[config.mk]
export PLATFORM = sky130hd
export DESIGN_NAME = sos_cascade_ctrl
export DESIGN_NICKNAME = d
export VERILOG_FILES = /design/src/rtl/sos_cascade_ctrl.sv
export SDC_FILE = /design/constraint.sdc
export NUM_CORES = 1
export LEC_CHECK = 0
export CAP_MARGIN = 20
export CORE_MARGIN = 2
export CORE_UTILIZATION = 41
export DETAILED_ROUTE_END_ITERATION = 7
export PLACE_DENSITY_LB_ADDON = 0.25
export SLEW_MARGIN = 20
export SYNTH_ARGS = -nofsm -noshare
export SYNTH_HDL_FRONTEND = slang
export SYNTH_SLANG_ARGS = --single-unit
[constraint.sdc]
create_clock -name clk -period 2.8 [get_ports clk]
set_input_delay 0.28 -clock clk [delete_from_list [all_inputs] [get_ports clk]]
set_output_delay 0.28 -clock clk [all_outputs]
set_load 0.01 [all_outputs]
[src/rtl/sos_cascade_ctrl.sv]
// Sequencer for a cascade of biquad sections: accepts one sample, steps it
// through each section in order (trigger, wait for done, capture), and emits
// the cascade result. Bypassed sections pass their input straight through.
module sos_cascade_ctrl #(
    parameter int unsigned NUM_SECT    = 4,
    parameter int unsigned DATA_SIZE   = 24,
    parameter int unsigned TIMEOUT_CYC = 16
) (
    input  logic                          clk,
    input  logic                          reset,
    input  logic [DATA_SIZE-1:0]          sample_in,
    input  logic                          sample_valid,
    output logic                          sample_ready,
    input  logic [NUM_SECT-1:0]           sect_bypass,
    output logic [NUM_SECT-1:0]           sect_trig,
    input  logic [NUM_SECT-1:0]           sect_done,
    output logic [NUM_SECT*DATA_SIZE-1:0] sect_din,
    input  logic [NUM_SECT*DATA_SIZE-1:0] sect_dout,
    output logic [DATA_SIZE-1:0]          sample_out,
    output logic                          sample_out_valid,
    output logic                          busy,
    output logic                          overrun,
    output logic                          timeout_err,
    input  logic                          clear_flags
);

    localparam int unsigned K_W   = (NUM_SECT > 1) ? $clog2(NUM_SECT) : 1;
    localparam int unsigned CNT_W = $clog2(TIMEOUT_CYC);

    typedef enum logic [2:0] {
        S_IDLE,
        S_TRIG,
        S_WAIT,
        S_CAPT,
        S_DONE
    } state_t;

    state_t               state;
    state_t               state_nxt;
    logic [K_W-1:0]       k;
    logic [K_W-1:0]       k_nxt;
    logic [CNT_W-1:0]     cnt;
    logic [NUM_SECT-1:0]  byp;
    logic [DATA_SIZE-1:0] din_q    [NUM_SECT];
    logic [DATA_SIZE-1:0] dout_arr [NUM_SECT];
    logic [DATA_SIZE-1:0] capt_val;
    logic                 last_sect;
    logic                 accept;
    logic                 timeout_ev;
    logic                 overrun_ev;
    logic [NUM_SECT-1:0]  trig_nxt;
    logic                 valid_nxt;
    logic                 busy_nxt;
    logic                 ready_nxt;

    // Pack/unpack the per-section data buses
    for (genvar g = 0; g < NUM_SECT; g++) begin : g_sect
        assign sect_din[g*DATA_SIZE +: DATA_SIZE] = din_q[g];
        assign dout_arr[g] = sect_dout[g*DATA_SIZE +: DATA_SIZE];
    end

    assign last_sect  = (k == K_W'(NUM_SECT - 1));
    assign capt_val   = byp[k] ? din_q[k] : dout_arr[k];
    assign accept     = (state == S_IDLE) && sample_valid;
    assign timeout_ev = (state == S_WAIT) && !sect_done[k] &&
                        (cnt == CNT_W'(TIMEOUT_CYC - 1));
    assign overrun_ev = sample_valid && (state != S_IDLE);

    // State register
    always_ff @(posedge clk or negedge reset) begin
        if (!reset) begin
            state <= S_IDLE;
        end else begin
            state <= state_nxt;
        end
    end

    // Next state and section index; a bypassed section skips straight to capture
    always_comb begin
        state_nxt = state;
        k_nxt     = k;
        case (state)
            S_IDLE: begin
                if (sample_valid) begin
                    k_nxt     = '0;
                    state_nxt = sect_bypass[0] ? S_CAPT : S_TRIG;
                end
            end
            S_TRIG: state_nxt = S_WAIT;
            S_WAIT: begin
                if (sect_done[k]) begin
                    state_nxt = S_CAPT;
                end else if (cnt == CNT_W'(TIMEOUT_CYC - 1)) begin
                    state_nxt = S_IDLE;
                end
            end
            S_CAPT: begin
                if (last_sect) begin
                    state_nxt = S_DONE;
                end else begin
                    k_nxt     = k + K_W'(1);
                    state_nxt = byp[k_nxt] ? S_CAPT : S_TRIG;
                end
            end
            S_DONE:  state_nxt = S_IDLE;
            default: state_nxt = S_IDLE;
        endcase
    end

    // Next values of the registered outputs, decoded from the next state
    always_comb begin
        trig_nxt  = '0;
        valid_nxt = (state_nxt == S_DONE);
        busy_nxt  = (state_nxt != S_IDLE);
        ready_nxt = (state_nxt == S_IDLE);
        if (state_nxt == S_TRIG) begin
            trig_nxt = NUM_SECT'(1) << k_nxt;
        end
    end

    // Output registers and sticky flags; clear wins over a same-cycle set
    always_ff @(posedge clk or negedge reset) begin
        if (!reset) begin
            sect_trig        <= '0;
            sample_out_valid <= 1'b0;
            busy             <= 1'b0;
            sample_ready     <= 1'b1;
            overrun          <= 1'b0;
            timeout_err      <= 1'b0;
        end else begin
            sect_trig        <= trig_nxt;
            sample_out_valid <= valid_nxt;
            busy             <= busy_nxt;
            sample_ready     <= ready_nxt;
            if (clear_flags) begin
                overrun     <= 1'b0;
                timeout_err <= 1'b0;
            end else begin
                if (overrun_ev) overrun <= 1'b1;
                if (timeout_ev) timeout_err <= 1'b1;
            end
        end
    end

    // Datapath: section index, wait counter, latched bypass mask, section inputs
    always_ff @(posedge clk or negedge reset) begin
        if (!reset) begin
            k          <= '0;
            cnt        <= '0;
            byp        <= '0;
            sample_out <= '0;
            for (int i = 0; i < NUM_SECT; i++) begin
                din_q[i] <= '0;
            end
        end else begin
            k <= k_nxt;
            if (state == S_TRIG) begin
                cnt <= '0;
            end else if (state == S_WAIT) begin
                cnt <= cnt + CNT_W'(1);
            end
            if (accept) begin
                din_q[0] <= sample_in;
                byp      <= sect_bypass;
            end
            if (state == S_CAPT) begin
                if (last_sect) begin
                    sample_out <= capt_val;
                end else begin
                    din_q[k_nxt] <= capt_val;
                end
            end
        end
    end

endmodule

==> metrics.csv <==
metric,value,unit
clock-sinks,142,
yosys_most_used_dff,dfrtp_1,
path_cells,nor2_1 > and2_2 > a211o_2 > inv_2 > nor3_4 > buf_12 > mux2_2,
grt_pass1_vias,5824,
area_growth,48.9,%
critPathTopFamily,simple AND/OR/NAND/NOR gates,
power.density,1280,nW/um^2
peakVddDrop,566,uV
die_x,137,um
cp-start-kind,flip-flop,
synth_seq_cells,142,
maxSlewViolCount,0,
via_count,5491,
final.setup.tns,0,ns
fin_skew,0.00769,ns
start_util,0.420,
vias_per_cell,5.37,
preCtsSetupSlack,0.188,ns
grt_max_degree,56,
drtIter0Drc,212,
netlist_top_cells_count,"dfrtp_1 (141), nand2_1 (82), mux2_2 (76), mux2_1 (72), mux4_2 (51)",
coreArea,17400,um^2
setup_violations,0,
tightest_slew,0.673,ns
crit_buf_inv,2,
ys_async_sr_fraction,1.00,
yosys.area.top_type_share,0.484,
drc,0,
hpwlAfterDp,15.1,mm
fmax,387,MHz
ys_seq_area_frac,0.488,
hp-class,input port to asynchronous set/reset pin,
cts_tree,yes,
cellLeakagePower,4.56,nW
clk_pin_slew,0.06,ns
crit_type,flip-flop to flip-flop,
globalplace.congestion,0.816,
endpoint_kind,flip-flop,
rsz0062_at_grt,false,
grt_overflow,0,
ioPinCount,261,
yosysMostFrequentCell,dfrtp_1,
yosysTopAreaCell,dfrtp_1,
outcome,completed,
synth.distinct_cells,39,
grt_pass1_wl,32.3,mm
antenna_found_initial,1,
final_core_util,0.625,
cp_max_fo,18,
post_cts_resized,0,
worstPathArrival,2.89,ns
required,3.10,ns
nNetsFinal,920,
whs,0.358,ns
postSynthAreaPerCell,14.1,um^2
insertion_delay,0.42,ns
post_drt_wl_per_cell,20.7,um
drt_wl_total,21.1,mm
dpl_cell_area,10200,um^2
netlist_area,7290,um^2
fin_ws,0.216,ns
dieArea,18900,um^2
fin_cells,1022,
cts-buffers-inserted,17,
synth_cells,516,
slowest_delay,0.52,ns
cts.path.max_buffers,2,
cts_htree_levels,4,
drive_above_1_share,0.241,
fp.dieH,137,um
fin_crit_sh,0.923,
synth_nets,652,
min_period,2.58,ns
synth-edff-count,0,
portBuffers,260,
yosys_warnings,0,
design_area,10900,um^2
antenna_left,0,
post_cts_buffers,0,
final_hold_viol_count,0,
slowest_stage,dfrtp_1,
placed_cells,989,
clockRootBuffer,clkbuf_16,
max-cap-violations,0,
finalPower,13.9,mW
dr.pass1.iters,4,
slew_headroom,0.550,
rows,48,
grt_usage,0.230,
synth_area_leaders,"dfrtp_1 (48%), mux4_2 (16%), mux2_2 (12%)",
layer usage:
metal	up-vias	track usage	routed length, um
li1	2438	-	-
met1	2827	0.291	8620
met2	196	0.387	10700
met3	30	0.0508	1230
met4	0	0.0905	547
met5	-	0	0
layout by cell type (no fill, tap or decap), drive strengths merged, types with 3 or more instances in the layout:
| cell | n |
|---|---|
| nand2 | 82 |
| bufinv | 5 |
| o21ai | 9 |
| nand3b | 3 |
| ha | 4 |
| inv | 8 |
| nor3 | 4 |
| a21oi | 6 |
| clkbuf | 18 |
| mux2 | 148 |
| buf | 21 |
| clkinv | 6 |
| nor2 | 8 |
| mux4 | 51 |
| clkdlybuf4s50 | 259 |
| dfrtp | 141 |
cell families (layout without fill, tap and decap cells):
kind of cell,Yosys count,count (layout),synth area share
other,0,1,0
DFF,142,142,0.488
AOI/OAI and AO/OA,22,22,0.0196
buffers and inverters,38,318,0.0288
and+or+nand+nor,110,110,0.0694
adders and majority gates,4,4,0.00687
muxes,200,200,0.388
area by class of cell:
cell class / count / area [um^2]
antenna: 1 / 2.50
clock buffer: 18 / 439
clock inverter: 13 / 213
fill: 1288 / 6510
inverter: 6 / 22.5
multi-input combinational: 336 / 3530
sequential: 142 / 3560
tap: 225 / 282
timing repair buffer: 281 / 2800
power breakdown:
group          leakage (nW)  switching, mW  internal, mW
combinational          2.50           3.29          4.22
clock                 0.321          0.893          1.61
sequential             1.73          0.823          3.07
total                  4.56           5.01          8.90
final timing paths:
| check | slack [ns] | endpoint | depth (start not counted) | startpoint |
|---|---|---|---|---|
| min in group clk | 0.44 | overrun | 2 | clear_flags |
| max in group asynchronous | 1.47 | sect_din[8] | 3 | reset |
| worst max register to register | 0.22 | sect_din[12] | 7 | state[0] |
| worst max-delay path | 0.22 | sect_din[12] | 7 | state[0] |
| worst min register to register | 0.48 | sample_out[17] | 2 | sample_out[17] |
| worst min-delay path | 0.36 | sample_out[5] | 2 | reset |
what timing repair did:
action	in CTS	in global routing
hold buffers	1	0
endpoints found under the setup margin	0	0
endpoints found under the hold margin	42	0
(Power assumes the default switching activity.)
